<file path="config.mk">
export PLATFORM = sky130hd
export DESIGN_NAME = cv32e40p_apu_tracker_flat
export DESIGN_NICKNAME = d
export VERILOG_FILES = /design/src/rtl/cv32e40p_pkg.sv /design/src/rtl/cv32e40p_apu_tracker_if.sv /design/src/rtl/cv32e40p_apu_tracker_queue.sv /design/src/rtl/cv32e40p_apu_tracker.sv /design/src/flat_wrapper.sv
export SDC_FILE = /design/constraint.sdc
export NUM_CORES = 1
export LEC_CHECK = 0
export ABC_AREA = 1
export BUFFER_PORTS_ARGS = -buffer_cell sky130_fd_sc_hd__buf_4
export CAP_MARGIN = 20
export CORE_MARGIN = 2
export CORE_UTILIZATION = 54
export DETAILED_ROUTE_END_ITERATION = 6
export PLACE_DENSITY = 0.81
export SYNTH_ARGS = -nofsm -noshare
export SYNTH_HDL_FRONTEND = slang
export SYNTH_SLANG_ARGS = --single-unit
</file>
<file path="constraint.sdc">
create_clock -name clk_i -period 2.9 [get_ports clk_i]
set_input_delay 0 -clock clk_i [delete_from_list [all_inputs] [get_ports clk_i]]
set_output_delay 0 -clock clk_i [all_outputs]
set_load 0.01 [all_outputs]
</file>
<file path="src/rtl/cv32e40p_pkg.sv">
// Shared constants and types for the APU tracker: latency-class encodings and
// the write-back address source selector.
package cv32e40p_pkg;

    localparam int APU_LAT_SINGLE = 1;
    localparam logic [31:0] APU_LAT_MULTI = '1;

    typedef enum logic [1:0] {
        RET_NONE   = 2'd0,
        RET_BYPASS = 2'd1,
        RET_QUEUE  = 2'd2
    } apu_ret_e;

endpackage

</file>
<file path="src/rtl/cv32e40p_apu_tracker_if.sv">
// APU request/response handshake between the tracker (master) and the APU
// interconnect (slave).
interface cv32e40p_apu_tracker_if;
    logic req;
    logic gnt;
    logic rvalid;

    modport master (output req, input gnt, input rvalid);
    modport slave  (input req, output gnt, output rvalid);
endinterface

</file>
<file path="src/rtl/cv32e40p_apu_tracker_queue.sv">
// In-order return queue: circular buffer of destination addresses with
// per-entry valid/address vectors exposed for dependency comparison.
module cv32e40p_apu_tracker_queue #(
    parameter int DEPTH  = 2,
    parameter int ADDR_W = 6,
    parameter int CNT_W  = $clog2(DEPTH + 1)
) (
    input  logic                          clk_i,
    input  logic                          rst_ni,
    input  logic                          push_i,
    input  logic [ADDR_W-1:0]             push_addr_i,
    input  logic                          pop_i,
    output logic [CNT_W-1:0]              count_o,
    output logic                          empty_o,
    output logic                          full_o,
    output logic [ADDR_W-1:0]             head_addr_o,
    output logic [DEPTH-1:0]              head_onehot_o,
    output logic [DEPTH-1:0]              entry_valid_o,
    output logic [DEPTH-1:0][ADDR_W-1:0]  entry_addr_o
);

    localparam int PTR_W = (DEPTH > 1) ? $clog2(DEPTH) : 1;
    localparam logic [PTR_W-1:0] LAST = PTR_W'(DEPTH - 1);

    logic [PTR_W-1:0]             head_reg, head_next;
    logic [PTR_W-1:0]             tail_reg, tail_next;
    logic [CNT_W-1:0]             count_reg, count_next;
    logic [DEPTH-1:0]             valid_reg;
    logic [DEPTH-1:0][ADDR_W-1:0] addr_reg;

    // Explicit compare-and-clear so non-power-of-two depths wrap correctly
    always_comb begin
        head_next  = head_reg;
        tail_next  = tail_reg;
        count_next = count_reg;
        if (pop_i)
            head_next = (head_reg == LAST) ? '0 : head_reg + PTR_W'(1);
        if (push_i)
            tail_next = (tail_reg == LAST) ? '0 : tail_reg + PTR_W'(1);
        if (push_i && !pop_i)
            count_next = count_reg + CNT_W'(1);
        else if (pop_i && !push_i)
            count_next = count_reg - CNT_W'(1);
    end

    always_ff @(posedge clk_i) begin
        if (!rst_ni) begin
            head_reg  <= '0;
            tail_reg  <= '0;
            count_reg <= '0;
        end else begin
            head_reg  <= head_next;
            tail_reg  <= tail_next;
            count_reg <= count_next;
        end
    end

    genvar gi;
    generate
        for (gi = 0; gi < DEPTH; gi++) begin : g_entry
            always_ff @(posedge clk_i) begin
                if (!rst_ni) begin
                    valid_reg[gi] <= 1'b0;
                    addr_reg[gi]  <= '0;
                end else begin
                    if (pop_i && head_reg == PTR_W'(gi))
                        valid_reg[gi] <= 1'b0;
                    if (push_i && tail_reg == PTR_W'(gi)) begin
                        valid_reg[gi] <= 1'b1;
                        addr_reg[gi]  <= push_addr_i;
                    end
                end
            end
            assign head_onehot_o[gi] = (head_reg == PTR_W'(gi));
        end
    endgenerate

    assign count_o       = count_reg;
    assign empty_o       = (count_reg == '0);
    assign full_o        = (count_reg == CNT_W'(DEPTH));
    assign head_addr_o   = addr_reg[head_reg];
    assign entry_valid_o = valid_reg;
    assign entry_addr_o  = addr_reg;

endmodule

</file>
<file path="src/rtl/cv32e40p_apu_tracker.sv">
// APU dispatcher with a configurable-depth in-order return queue; issues the
// APU request and reports stalls, dependencies and write-back addresses.
module cv32e40p_apu_tracker
    import cv32e40p_pkg::*;
#(
    parameter int DEPTH    = 2,
    parameter int NUM_RREG = 3,
    parameter int NUM_WREG = 2,
    parameter int ADDR_W   = 6,
    parameter int LAT_W    = 2,
    localparam int CNT_W   = $clog2(DEPTH + 1)
) (
    input  logic                             clk_i,
    input  logic                             rst_ni,
    input  logic                             enable_i,
    input  logic [LAT_W-1:0]                 apu_lat_i,
    input  logic [ADDR_W-1:0]                apu_waddr_i,
    input  logic                             is_decoding_i,
    input  logic [NUM_RREG-1:0][ADDR_W-1:0]  read_regs_i,
    input  logic [NUM_RREG-1:0]              read_regs_valid_i,
    input  logic [NUM_WREG-1:0][ADDR_W-1:0]  write_regs_i,
    input  logic [NUM_WREG-1:0]              write_regs_valid_i,
    cv32e40p_apu_tracker_if.master           apu,
    output logic [ADDR_W-1:0]                apu_waddr_o,
    output logic                             apu_multicycle_o,
    output logic                             apu_singlecycle_o,
    output logic                             active_o,
    output logic [CNT_W-1:0]                 occupancy_o,
    output logic                             stall_o,
    output logic                             perf_type_o,
    output logic                             perf_cont_o,
    output logic                             read_dep_o,
    output logic                             read_dep_for_jalr_o,
    output logic                             write_dep_o,
    output logic                             spurious_o
);

    localparam logic [LAT_W-1:0] LAT_MULTI  = APU_LAT_MULTI[LAT_W-1:0];
    localparam logic [LAT_W-1:0] LAT_SINGLE = LAT_W'(APU_LAT_SINGLE);

    logic [CNT_W-1:0]             q_count;
    logic                         q_empty, q_full;
    logic [ADDR_W-1:0]            q_head_addr;
    logic [DEPTH-1:0]             q_head_onehot, q_entry_valid, live_valid;
    logic [DEPTH-1:0][ADDR_W-1:0] q_entry_addr;

    logic [LAT_W-1:0] lat_reg;
    logic             spurious_reg;
    logic             stall_full, stall_type, stall_nack;
    logic             valid_req, returned_req, pend_req, push, pop;
    apu_ret_e         ret_sel;

    always_comb begin
        stall_full   = q_full;
        stall_type   = enable_i & ~q_empty &
                       (apu_lat_i == LAT_MULTI || apu_lat_i == LAT_SINGLE || apu_lat_i < lat_reg);
        valid_req    = enable_i & ~stall_full & ~stall_type;
        stall_nack   = valid_req & ~apu.gnt;
        // A result arriving with an empty queue belongs to the request issued now
        returned_req = valid_req & apu.rvalid & q_empty;
        pend_req     = valid_req & ~returned_req;
        pop          = apu.rvalid & ~q_empty;
        push         = valid_req & apu.gnt & ~returned_req;
        ret_sel      = RET_NONE;
        if (returned_req)
            ret_sel = RET_BYPASS;
        else if (pop)
            ret_sel = RET_QUEUE;
    end

    always_comb begin
        case (ret_sel)
            RET_BYPASS: apu_waddr_o = apu_waddr_i;
            RET_QUEUE:  apu_waddr_o = q_head_addr;
            default:    apu_waddr_o = '0;
        endcase
    end

    cv32e40p_apu_tracker_queue #(
        .DEPTH  (DEPTH),
        .ADDR_W (ADDR_W),
        .CNT_W  (CNT_W)
    ) u_queue (
        .clk_i         (clk_i),
        .rst_ni        (rst_ni),
        .push_i        (push),
        .push_addr_i   (apu_waddr_i),
        .pop_i         (pop),
        .count_o       (q_count),
        .empty_o       (q_empty),
        .full_o        (q_full),
        .head_addr_o   (q_head_addr),
        .head_onehot_o (q_head_onehot),
        .entry_valid_o (q_entry_valid),
        .entry_addr_o  (q_entry_addr)
    );

    always_ff @(posedge clk_i) begin
        if (!rst_ni) begin
            lat_reg      <= '0;
            spurious_reg <= 1'b0;
        end else begin
            if (valid_req)
                lat_reg <= apu_lat_i;
            if (apu.rvalid && q_empty && !valid_req)
                spurious_reg <= 1'b1;
        end
    end

    // The head entry retiring this cycle no longer blocks readers
    assign live_valid = q_entry_valid & ~(pop ? q_head_onehot : '0);

    logic [NUM_RREG-1:0] rd_hit, rd_hit_jalr;
    logic [NUM_WREG-1:0] wr_hit;

    genvar gi;
    generate
        for (gi = 0; gi < NUM_RREG; gi++) begin : g_rd
            logic hit, hit_jalr;
            always_comb begin
                hit      = pend_req & (read_regs_i[gi] == apu_waddr_i);
                hit_jalr = enable_i & (read_regs_i[gi] == apu_waddr_i);
                for (int e = 0; e < DEPTH; e++) begin
                    hit      = hit | (live_valid[e] & (read_regs_i[gi] == q_entry_addr[e]));
                    hit_jalr = hit_jalr | (q_entry_valid[e] & (read_regs_i[gi] == q_entry_addr[e]));
                end
            end
            assign rd_hit[gi]      = hit & read_regs_valid_i[gi];
            assign rd_hit_jalr[gi] = hit_jalr & read_regs_valid_i[gi];
        end
        for (gi = 0; gi < NUM_WREG; gi++) begin : g_wr
            logic hit;
            always_comb begin
                hit = pend_req & (write_regs_i[gi] == apu_waddr_i);
                for (int e = 0; e < DEPTH; e++)
                    hit = hit | (live_valid[e] & (write_regs_i[gi] == q_entry_addr[e]));
            end
            assign wr_hit[gi] = hit & write_regs_valid_i[gi];
        end
    endgenerate

    assign apu.req             = valid_req;
    assign stall_o             = stall_full | stall_type | stall_nack;
    assign perf_type_o         = stall_type;
    assign perf_cont_o         = stall_nack;
    assign active_o            = ~q_empty;
    assign occupancy_o         = q_count;
    assign apu_singlecycle_o   = q_empty;
    assign apu_multicycle_o    = (lat_reg == LAT_MULTI);
    assign spurious_o          = spurious_reg;
    assign read_dep_o          = is_decoding_i & (|rd_hit);
    assign read_dep_for_jalr_o = is_decoding_i & (|rd_hit_jalr);
    assign write_dep_o         = is_decoding_i & (|wr_hit);

endmodule
</file>
<file path="src/flat_wrapper.sv">
// flat-port wrapper written by rule: the top's interface ports become plain ports
module cv32e40p_apu_tracker_flat import cv32e40p_pkg::*;
#(
    parameter int DEPTH    = 2,
    parameter int NUM_RREG = 3,
    parameter int NUM_WREG = 2,
    parameter int ADDR_W   = 6,
    parameter int LAT_W    = 2,
    localparam int CNT_W   = $clog2(DEPTH + 1)
)
  (clk_i, rst_ni, enable_i, apu_lat_i, apu_waddr_i, is_decoding_i, read_regs_i, read_regs_valid_i, write_regs_i, write_regs_valid_i, apu_waddr_o, apu_multicycle_o, apu_singlecycle_o, active_o, occupancy_o, stall_o, perf_type_o, perf_cont_o, read_dep_o, read_dep_for_jalr_o, write_dep_o, spurious_o, apu_req, apu_gnt, apu_rvalid);
  cv32e40p_apu_tracker_if apu_i ();
  input  logic clk_i;
  input  logic rst_ni;
  input  logic enable_i;
  input  logic [LAT_W-1:0] apu_lat_i;
  input  logic [ADDR_W-1:0] apu_waddr_i;
  input  logic is_decoding_i;
  input  logic [NUM_RREG-1:0][ADDR_W-1:0] read_regs_i;
  input  logic [NUM_RREG-1:0] read_regs_valid_i;
  input  logic [NUM_WREG-1:0][ADDR_W-1:0] write_regs_i;
  input  logic [NUM_WREG-1:0] write_regs_valid_i;
  output logic [ADDR_W-1:0] apu_waddr_o;
  output logic apu_multicycle_o;
  output logic apu_singlecycle_o;
  output logic active_o;
  output logic [CNT_W-1:0] occupancy_o;
  output logic stall_o;
  output logic perf_type_o;
  output logic perf_cont_o;
  output logic read_dep_o;
  output logic read_dep_for_jalr_o;
  output logic write_dep_o;
  output logic spurious_o;
  output wire logic [$bits(apu_i.req)-1:0] apu_req;
  input wire logic [$bits(apu_i.gnt)-1:0] apu_gnt;
  input wire logic [$bits(apu_i.rvalid)-1:0] apu_rvalid;
  assign apu_req = apu_i.req;
  assign apu_i.gnt = apu_gnt;
  assign apu_i.rvalid = apu_rvalid;
  cv32e40p_apu_tracker #(.DEPTH(DEPTH), .NUM_RREG(NUM_RREG), .NUM_WREG(NUM_WREG), .ADDR_W(ADDR_W), .LAT_W(LAT_W)) u_core (.clk_i(clk_i), .rst_ni(rst_ni), .enable_i(enable_i), .apu_lat_i(apu_lat_i), .apu_waddr_i(apu_waddr_i), .is_decoding_i(is_decoding_i), .read_regs_i(read_regs_i), .read_regs_valid_i(read_regs_valid_i), .write_regs_i(write_regs_i), .write_regs_valid_i(write_regs_valid_i), .apu(apu_i), .apu_waddr_o(apu_waddr_o), .apu_multicycle_o(apu_multicycle_o), .apu_singlecycle_o(apu_singlecycle_o), .active_o(active_o), .occupancy_o(occupancy_o), .stall_o(stall_o), .perf_type_o(perf_type_o), .perf_cont_o(perf_cont_o), .read_dep_o(read_dep_o), .read_dep_for_jalr_o(read_dep_for_jalr_o), .write_dep_o(write_dep_o), .spurious_o(spurious_o));
endmodule
</file>
* Word level (Yosys, flattened, before mapping)
Index checks and enable logic that the tools add are counted.
W data, S select, Z words.
** Cells by class
- Bitwise logic cells :: 73
- $add $sub $neg :: 4
- Mux-type cells :: 14
- $lt $le $gt $ge :: 2
- Equal/unequal tests :: 21
- Reductions and logical operators :: 20
** Operators by type and width (number)
- $eq A6 B6 Y1 :: 15
- $and A1 B1 Y1 :: 46
- $or A1 B1 Y1 :: 18
- $mux W6 :: 2
- $pmux W6 S2 :: 1
- $mux W2 :: 5
- $eq A2 B2 Y1 const B :: 4
- $logic_and A1 B1 Y1 :: 8
- $not A1 Y1 :: 7
- $mux W1 :: 6
- $reduce_bool A2 Y1 :: 3
- $reduce_or A3 Y1 :: 2
- $eq A2 B1 Y1 const B :: 2
- $logic_not A1 Y1 :: 3
- $add A1 B1 Y1 const B :: 2
- $add A2 B1 Y2 const B :: 1
- $and A2 B2 Y2 :: 1
- $logic_not A2 Y1 :: 1
- $logic_or A1 B1 Y1 :: 2
- $lt A1 B2 Y1 const B :: 1
- $lt A2 B2 Y1 :: 1
- $not A2 Y2 :: 1
- $reduce_or A2 Y1 :: 1
- $sub A2 B1 Y2 const B :: 1
** Word-level totals
- Bits in registers :: 21
- Bits of input ports :: 49
- Output and inout bits :: 19

* Longest topological paths before layout
Gate-level depths: netlist of run 1.
- Depth in word-level cells :: 16
- Mapped depth :: 15
- Depth with buffers taken out :: 15

* By module
A second synthesis of run 1 with hierarchy kept.
** Second synthesis, totals
- Cell total of the unflattened synthesis :: 499
- Area total of the unflattened synthesis :: 2588.7 um2
** By module, submodules not included
- cv32e40p_apu_tracker :: times used 1, sequential area each 60.1 um2, cells each 390, area an instance 1826.8 um2
- cv32e40p_apu_tracker_queue :: times used 1, sequential area each 360.3 um2, cells each 109, area an instance 762.0 um2

* Least setup slack after synthesis of run 1
Ideal clock, no wire load.
- Kind :: register -> register
- From :: register u_core.lat_reg[1]
- To :: register u_core.u_queue.count_reg[1], in the netlist u_core.u_queue.count_o[1]
- Library setup time :: 0.122 ns
- Arrival :: 1.873 ns
- Clock period less this slack :: 1.995 ns
- Path buffers :: 0
- Setup slack :: 0.905 ns
- Cell stages (with the launch flop) :: 16
- Cell sequence :: dfxtp_1 > inv_1 > ha_1 > nand2_1 > nand2_1 > nand2_1 > nand2_2 > nand2_4 > nor2_8 > nand2_4 > inv_1 > ha_1 > a21oi_1 > o21ai_0 > o21ai_0 > a21oi_1
** Between the ends
- Longest elaborated chain between the ends :: 12
- Elaborated cells between the ends (all ways) :: 15
** RTL lines
- from (decl) :: line cv32e40p_apu_tracker.sv:47 : logic [LAT_W-1:0] lat_reg;
- from (signal assigned) :: line cv32e40p_apu_tracker.sv:104 : lat_reg <= apu_lat_i;
- $lt A2 B2 Y1 * :: line cv32e40p_apu_tracker.sv:56 : (apu_lat_i == LAT_MULTI || apu_lat_i == LAT_SINGLE || apu_lat_i < lat_reg);
- $logic_or A1 B1 Y1 * :: line cv32e40p_apu_tracker.sv:56
- $and A1 B1 Y1 * :: line cv32e40p_apu_tracker.sv:55 : stall_type = enable_i & ~q_empty &
- $not A1 Y1 * :: line cv32e40p_apu_tracker.sv:57 : valid_req = enable_i & ~stall_full & ~stall_type;
- $and A1 B1 Y1 * :: line cv32e40p_apu_tracker.sv:57
- $and A1 B1 Y1 (2 in series) :: line cv32e40p_apu_tracker.sv:60 : returned_req = valid_req & apu.rvalid & q_empty;
- $not A1 Y1 :: line cv32e40p_apu_tracker.sv:63 : push = valid_req & apu.gnt & ~returned_req;
- $and A1 B1 Y1 * :: line cv32e40p_apu_tracker.sv:63
- $logic_not A1 Y1 :: line cv32e40p_apu_tracker_queue.sv:42 : else if (pop_i && !push_i)
- $logic_and A1 B1 Y1 :: line cv32e40p_apu_tracker_queue.sv:42
- $reduce_bool A2 Y1 (no source line)
- to (signal assigned) :: line cv32e40p_apu_tracker_queue.sv:54 : count_reg <= count_next;
- to (decl) :: line cv32e40p_apu_tracker_queue.sv:27 : logic [CNT_W-1:0] count_reg, count_next;
Every way passes the cells marked *; elsewhere a longest branch is shown, timed or not.
A chain may end at the register's enable or synchronous reset.

* Worst setup path after layout of run 1
Ends and elaborated chain as after synthesis.

==> impl_metrics.ini, run 1 <==
[outcome]
outcome = finished clean

[placed_design]
place_ws_ns = 0.7345
dp_hpwl_um = 6193
gp_routability_congestion = 0.9286
placedCellCount = 560
portBuffers = 67

[die]
rows = 24
fp.dieArea_mm2 = 0.005256
core_mm2 = 0.004444
initial_core_util = 0.5701
ioPinCount = 68
die_y_um = 72.50
die_w_um = 72.50

[routing]
vias_per_cell = 5.369
routed_wirelength_um = 7827
drt_first_pass_iters = 5
vias = 3028
initialDrtViolationCount = 353
avgRoutedWirePerCell_um = 13.88
post-route-drc-count = 0
ant_nets = 0

[sta]
layout_setup_ws_ns = 0.7285
tightest_slew_ns = 0.4292
setup_tns_ns = 0
min_period_over_period = 0.7488
fmax_mhz = 460.5
report.final.slew_viol_count = 0
finalSetupViolCount = 0
rsz0062_at_grt = false
slew-limit-headroom = 0.7117
hold_violations = 0
period_needed_ns = 2.171
clock_skew_ns = 0.007773

[power_and_ir_drop]
swShare = 0.4614
vdd_drop_max_uv = 372.7
p_comb_frac = 0.553
power.share.sequential = 0.306
power_density_mw_per_mm2 = 462.3
leakagePower_nw = 1.630
internal_power_mw = 0.7618
clkPwrFrac = 0.141
p_sw_mw = 0.6525

[flow_run]
max_cap_viol_count = 0

[global_route]
antenna_found_initial = 0
first_global_vias = 2732
grt_pass1_wl_um = 12460
grt_overflow = 0
grt_usage = 0.3046
grt_max_degree = 17

[critical_path]
crit_path_max_fanout = 8
worstPathRequired_ns = 3.05
critical_path_class = reg2reg
cp-start-kind = flip-flop
worstPathArrival_ns = 2.33
r2r_slack_ns = 0.73
worstSetupEndpointType = flip-flop

[cells_and_area]
largest_register_ffs = 12
final_cells = 564
n_fill_cell = 427
area_growth_pct = 20.74
nets = 564
antenna_cells = 0
layout-drive-gt1-share = 0.1680

[logic_synthesis]
ys_top_cells_by_area = nand2_1 (25%), dfxtp_1 (17%), inv_1 (9.8%), xnor2_1 (8.0%), nand3_1 (5.3%)
yosysUniqueCellTypes = 27
yosysTopAreaCell = nand2_1
yosysSeqAreaShare = 0.1659
synth.net_count = 509
synth.avg_cell_area_um2 = 5.532
yosys_warnings = 0
syn_area_mm2 = 0.002534
yosys.area.top_type_share = 0.2548
syn_inst = 458
synth-seq-cells = 21

[clock_tree]
htree_levels = 1
clock_latency_ns = 0.27
cts.sinks = 21
cts_buffer_depth = 2
cts_root_buf = clkbuf_8
cts_setup_buffers = 0
cts_buffers = 3
cts.repair.resized = 0
hold_buffers = 0
path_clk_slew_ns = 0.08
cts_tree = yes

[worst_hold_path]
hold_path.class = in2reg
==> worst max-delay path, stage by stage (launching register included) <==
cell and delay, ns:
dfxtp_1 0.33, inv_1 0.06, ha_1 0.27, nand2_1 0.06, nand2_1 0.04, nand2_1 0.07, nand2_2 0.08, nand2_4 0.13
nor2_8 0.06, nand2_4 0.14, inv_1 0.07, ha_1 0.32, a21oi_1 0.11, o21ai_0 0.12, o21ai_0 0.16, a21oi_1 0.05
==> power by group through the flow <==
stage | clock network, mW | logic, mW | registers, mW
finish | 0.200 | 0.781 | 0.433
floorplan | 0 | 0.525 | 0.399
CTS | 0.205 | 0.779 | 0.430
detailed placement | 0 | 0.776 | 0.437
global placement | 0 | 0.760 | 0.437
global route | 0.216 | 0.866 | 0.439
==> through the flow <==
step | hold WS (ns) | power (mW) | instance area, um^2 | util
finish | 0.02346 | 1.414 | 3059 | 0.6883
detailed placement | 0.2865 | 1.213 | 3013 | 0.6779
CTS | 0.02057 | 1.414 | 3059 | 0.6883
floorplan | 0.04753 | 0.9237 | 2534 | -
global route | 0.06565 | 1.521 | 3059 | 0.6883
global placement | 0.2894 | 1.197 | 3013 | 0.6779
==> kinds of logic (layout without fill, tap and decap cells) <==
family,Yosys count,count (layout),share of synthesized area
AND/OR/NAND/NOR,264,264,0.4553
AO/OA/AOI/OAI,50,50,0.1146
buffers and inverters,88,142,0.1402
flip-flops,21,21,0.1659
XOR/XNOR,33,33,0.1141
adder cells (fa/ha/maj),2,2,0.009875
==> metal layers <==
layer	part of all wire	wire [um]	GRT usage	vias to the layer above
met5	0	0	0	-
met4	0.020	155	0.09671	0
met3	0.068	534	0.04028	23
met2	0.48	3784	0.5076	137
met1	0.43	3352	0.4087	1327
li1	-	-	-	1541
==> synthesized netlist by cell type, drive strengths merged <==
cell type  count
xnor2         23
buf            7
ha             2
or2            1
clkbuf        10
a21boi         1
o21ai         16
nand3         27
nand4         18
nand2        175
inv           71
nor2          39
dfxtp         21
xor2          10
nor3           4
o221ai         7
a21oi         26
==> area by class of cell <==
| type | instances | area, um^2 | share of cell area |
|---|---|---|---|
| Clock buffer | 3 | 41.29 | 0.01350 |
| Clock inverter | 1 | 5.005 | 0.001636 |
| Inverter | 71 | 266.5 | 0.08712 |
| Multi-Input combinational cell | 349 | 1758 | 0.5746 |
| Sequential cell | 21 | 420.4 | 0.1374 |
| Tap cell | 52 | 65.06 | 0.02127 |
| Timing Repair Buffer | 67 | 503.0 | 0.1644 |
==> placed cells by master (no fill, tap or decap), drive strengths merged <==
| cell | instances |
|---|---|
| a21boi | 1 |
| a21oi | 26 |
| buf | 67 |
| clkbuf | 3 |
| clkinv | 1 |
| dfxtp | 21 |
| ha | 2 |
| inv | 71 |
| nand2 | 175 |
| nand3 | 27 |
| nand4 | 18 |
| nor2 | 39 |
| nor3 | 4 |
| o21ai | 16 |
| o221ai | 7 |
| or2 | 1 |
| xnor2 | 23 |
| xor2 | 10 |
==> final timing paths <==
kind         cells past startpoint                                     end                           start
min                              3          u_core.lat_reg[1]$_SDFFE_PN0N_                    apu_lat_i[1]
max                             15  u_core.u_queue.count_o[1]$_SDFFE_PN0P_  u_core.lat_reg[1]$_SDFFE_PN0N_
max reg2reg                     15  u_core.u_queue.count_o[1]$_SDFFE_PN0P_  u_core.lat_reg[1]$_SDFFE_PN0N_
min reg2reg                      2          u_core.spurious_o$_SDFFE_PN0P_  u_core.spurious_o$_SDFFE_PN0P_
(Power assumes the default switching activity.)
==> inputs of run 2 (changes only) <==
--- a/config.mk
+++ b/config.mk
@@ -9,9 +9,9 @@
 export BUFFER_PORTS_ARGS = -buffer_cell sky130_fd_sc_hd__buf_4
 export CAP_MARGIN = 20
 export CORE_MARGIN = 2
-export CORE_UTILIZATION = 54
+export CORE_UTILIZATION = 49
 export DETAILED_ROUTE_END_ITERATION = 6
-export PLACE_DENSITY = 0.81
+export PLACE_DENSITY = 0.77
 export SYNTH_ARGS = -nofsm -noshare
 export SYNTH_HDL_FRONTEND = slang
 export SYNTH_SLANG_ARGS = --single-unit
==> constraint.sdc (replaced) <==
create_clock -name clk_i -period 1.8 [get_ports clk_i]
set_input_delay 0 -clock clk_i [delete_from_list [all_inputs] [get_ports clk_i]]
set_output_delay 0 -clock clk_i [all_outputs]
set_load 0.01 [all_outputs]
==> impl_metrics.ini, run 2 (same netlist as run 1, synthesis figures left out) <==
[routing]
avgRoutedWirePerCell_um = 14.90
ant_nets = 0
routed_wirelength_um = 8912
vias = 3230
drt_first_pass_iters = 5
initialDrtViolationCount = 267
vias_per_cell = 5.401
post-route-drc-count = 0

[sta]
finalSetupViolCount = 25
slew-limit-headroom = 0.7439
fmax_mhz = 498.6
report.final.slew_viol_count = 0
rsz0062_at_grt = true
clock_skew_ns = 0.01463
hold_violations = 0
tightest_slew_ns = 0.3838
layout_setup_ws_ns = -0.2056
period_needed_ns = 2.006
min_period_over_period = 1.114

[global_route]
first_global_vias = 2777
grt_usage = 0.2893
grt_overflow = 0
antenna_found_initial = 0
grt_pass1_wl_um = 13500
grt_max_degree = 17

[cells_and_area]
postLayoutCellArea_mm2 = 0.003520
seqCellArea_um2 = 447.9
fin_util = 0.6980
layout-drive-gt1-share = 0.3258
final_common_cell = nand2_1
antenna_cells = 0
area_growth_pct = 38.91
nets = 580
final_cells = 598
largest_register_ffs = 12
multi_input_area_mm2 = 0.002003
final_cell_mix = nand2_1 (158), buf_4 (73), inv_1 (58), nor2_1 (30)
n_fill_cell = 455

[placed_design]
gp_routability_congestion = 0.9363
place_ws_ns = -0.05617
dp_hpwl_um = 6229
placed_area_mm2 = 0.003124
portBuffers = 67
placedCellCount = 586

[critical_path]
worstPathRequired_ns = 1.80
worstSetupEndpointType = primary output
cp_slowest_stage_delay_ns = 0.34
crit_path_max_fanout = 5
worstPathCellList = inv_2 -> ha_4 -> nand2_2 -> nand2_2 -> nand2_2 -> nand2_4 -> nand2_4 -> nor2_8 -> buf_6 -> nand2_2 -> nand3_2 -> nand2_1 -> nand3_1 -> nand2_1 -> inv_2 -> buf_6
cp_top_family = simple AND/OR/NAND/NOR gates
path_buf_inv = 4
slowest_stage = dfxtp_2
worstPathArrival_ns = 2.01
cp-start-kind = flip-flop
cpMostUsedCell = nand2_2
critical_path_class = reg2out

[clock_tree]
cts.sinks = 21
clock_latency_ns = 0.28
cts_buffer_depth = 2
cts_root_buf = clkbuf_8
cts_buffers = 3
cts_tree = yes
htree_levels = 1
path_clk_slew_ns = 0.08

[die]
rows = 26
initial_core_util = 0.5025
fp.dieArea_mm2 = 0.005762
die_y_um = 75.91
die_w_um = 75.91
core_mm2 = 0.005042
ioPinCount = 68

[flow_run]
max_cap_viol_count = 0

[power_and_ir_drop]
vdd_drop_max_uv = 975.4
power_density_mw_per_mm2 = 789.2
leakagePower_nw = 1.778

[outcome]
violations = negative setup slack
outcome = finished, violations left

[worst_hold_path]
hold_path.class = in2reg
## run 2: changes by cell type in the layout (fill, tap and decap cells not counted), sizes merged
cell and delta:
buf +14, clkinv -1, clkinvlp +1, nor2 +2
## run 2: where the power goes
group / switching, mW / internal (mW)
Clock: 0.187 / 0.158
Sequential: 0.153 / 0.563
Combinational: 0.947 / 0.770
Total: 1.29 / 1.49
## run 2: cell type report
class,count,share of cell area
clock inverters,1,0.002133
inverters,71,0.07856
multi-input cells,351,0.5691
repair buffers,81,0.1863
flip-flops and latches,21,0.1273
clock buffers,3,0.01173
well taps,70,0.02488
## run 2: worst min-delay path, delay by kind of cell
family          cells  cell delay, ns
compound gates      2            0.18
buf+inv             1            0.08
## run 2: through the flow
stage | power, mW | setup TNS, ns | hold WS [ns]
floorplan | 1.530 | -0.07659 | 0.04753
global placement | 2.040 | -0.01636 | 0.2966
detailed placement | 2.065 | -0.05617 | 0.3068
CTS | 2.542 | -0.7834 | 0.02507
global route | 2.943 | -4.536 | 0.07424
finish | 2.778 | -2.493 | 0.03044
## run 2: per-layer routing
metal	part of all wire	global-route usage	vias to the layer above
met3	0.083	0.02500	20
li1	-	-	1575
met1	0.40	0.3839	1479
met4	0.022	0.09273	0
met2	0.49	0.4973	156
met5	0	0	-
## run 2: final timing paths
kind                            cells past startpoint                            from                                endpoint  slack, ns
worst min register to register                      2  u_core.lat_reg[1]$_SDFFE_PN0N_          u_core.lat_reg[1]$_SDFFE_PN0N_       0.49
worst max-delay path                               16  u_core.lat_reg[1]$_SDFFE_PN0N_                              read_dep_o      -0.21
worst max register to register                     16  u_core.lat_reg[1]$_SDFFE_PN0N_  u_core.u_queue.count_o[1]$_SDFFE_PN0P_      -0.16
worst min-delay path                                3                    apu_lat_i[0]          u_core.lat_reg[0]$_SDFFE_PN0N_       0.03
## run 2: timing repair
item / in CTS / in global routing
hold buffers: 0 / 0
setup buffers: 4 / 3
gates cloned: 1 / 1
resized for setup: 16 / 69
endpoints found under the setup margin: 12 / 27
pin swaps: 12 / 16
==> inputs of run 3 (changes only) <==
--- a/config.mk
+++ b/config.mk
@@ -8,7 +8,6 @@
 export ABC_AREA = 1
 export BUFFER_PORTS_ARGS = -buffer_cell sky130_fd_sc_hd__buf_4
 export CAP_MARGIN = 20
-export CORE_MARGIN = 2
 export CORE_UTILIZATION = 49
 export DETAILED_ROUTE_END_ITERATION = 6
 export PLACE_DENSITY = 0.77
==> impl_metrics.ini, run 3 (same netlist as run 1, synthesis figures left out) <==
[sta]
report.final.slew_viol_count = 0
clock_skew_ns = 0.009151
tightest_slew_ns = 0.3976
fmax_mhz = 516.4
hold_violations = 0
layout_setup_ws_ns = -0.1366
min_period_over_period = 1.076
finalSetupViolCount = 23
period_needed_ns = 1.937
rsz0062_at_grt = true
slew-limit-headroom = 0.7345

[critical_path]
cp-start-kind = flip-flop
worstPathArrival_ns = 1.94
critical_path_class = reg2out
crit_path_max_fanout = 5
worstPathRequired_ns = 1.80
worstSetupEndpointType = primary output

[clock_tree]
htree_levels = 1
path_clk_slew_ns = 0.08
cts.sinks = 21
clock_latency_ns = 0.27
cts_tree = yes
cts_root_buf = clkbuf_8
hold_buffers = 0
cts_buffers = 3
cts_buffer_depth = 2

[die]
ioPinCount = 68
fp.dieArea_mm2 = 0.005463
die_w_um = 73.91
die_y_um = 73.91
initial_core_util = 0.5226
core_mm2 = 0.004848
rows = 25

[global_route]
grt_util_met3 = 0.04252
met1_usage = 0.4280
antenna_found_initial = 0
grt_pass1_wl_um = 13250
busiest_layer = met2
grt_overflow = 0
met2_usage = 0.5283
first_global_vias = 2770
grt_max_degree = 17
grt_usage = 0.3211

[flow_run]
max_cap_viol_count = 0

[placed_design]
dp_hpwl_um = 6275
portBuffers = 67
place_ws_ns = -0.03168
placedCellCount = 583
gp_routability_congestion = 0.9345

[outcome]
outcome = finished, violations left
violations = negative setup slack

[power_and_ir_drop]
leakagePower_nw = 1.768
power_density_mw_per_mm2 = 776.3
vdd_drop_max_uv = 670.5
power_mw = 2.707

[routing]
ant_nets = 0
avgRoutedWirePerCell_um = 14.66
initialDrtViolationCount = 287
vias_per_cell = 5.355
routed_wirelength_um = 8767
post-route-drc-count = 0
vias = 3202
drt_first_pass_iters = 6

[cells_and_area]
nets = 583
layout-drive-gt1-share = 0.3032
area_growth_pct = 37.63
final_cells = 598
largest_register_ffs = 12
n_fill_cell = 426
final_common_cell = nand2_1
antenna_cells = 0
seqCellArea_um2 = 440.4
final_cell_mix = nand2_1 (167), buf_4 (77), inv_1 (58), nor2_1 (31), nand3_1 (24)
multi_input_area_mm2 = 0.001959

[worst_hold_path]
hold_path.class = in2reg
[run 3: final timing paths]
kind / from / end / slack [ns] / cells past startpoint
min reg2reg: u_core.spurious_o$_SDFFE_PN0P_ / u_core.spurious_o$_SDFFE_PN0P_ / 0.48 / 2
max: u_core.u_queue.count_o[0]$_SDFFE_PN0P_ / read_dep_o / -0.14 / 12
min: apu_lat_i[0] / u_core.lat_reg[0]$_SDFFE_PN0N_ / 0.02 / 3
max reg2reg: u_core.lat_reg[1]$_SDFFE_PN0N_ / u_core.u_queue.count_o[1]$_SDFFE_PN0P_ / -0.12 / 16
[run 3: area by class of cell]
class / instances / area share
Inverter: 71 / 0.07894
Clock buffer: 4 / 0.01292
Sequential cell: 21 / 0.1263
Multi-Input combinational cell: 351 / 0.5619
Tap cell: 67 / 0.02404
Timing Repair Buffer: 84 / 0.1959
[run 3: routing by layer]
layer	wire length [um]	vias up
met1	3612	1436
li1	-	1573
met2	4280	163
met4	247	0
met5	0	-
met3	627	30
[run 3: repair_timing]
action,in CTS,in global routing
gates resized for setup,25,39
setup endpoints to repair,15,26
cloned,2,0
buffers inserted,2,7
pin swaps,16,14
[run 3: through the flow]
| stage | hold WS (ns) | TNS, ns | util | cell area (um^2) |
|---|---|---|---|---|
| after global placement | 0.2918 | -0.01411 | 0.6436 | 3120 |
| after detailed placement | 0.2978 | -0.03168 | 0.6436 | 3120 |
| after global routing | 0.03242 | -3.269 | 0.7192 | 3487 |
| final | 0.01595 | -0.8549 | 0.7192 | 3487 |
| after CTS | 0.02003 | -0.6535 | 0.6821 | 3307 |
| after floorplan | 0.04753 | -0.07659 | - | 2562 |
[run 3: worst max-delay path, cell delays in order, from the launching register on]
cell     delay (ns)
dfxtp_2        0.42
nor2_4         0.07
nor2_1         0.21
nand2_1        0.14
nand2_1        0.14
inv_1          0.10
nand3_1        0.13
nand3_2        0.09
nand2_1        0.06
nand3_1        0.07
nand2_1        0.08
inv_2          0.04
buf_6          0.11
[run 3: power breakdown]
group          internal [mW]  leakage (nW)  switching, mW
sequential             0.567         0.177          0.155
combinational          0.752          1.57          0.916
clock                  0.158        0.0228          0.160
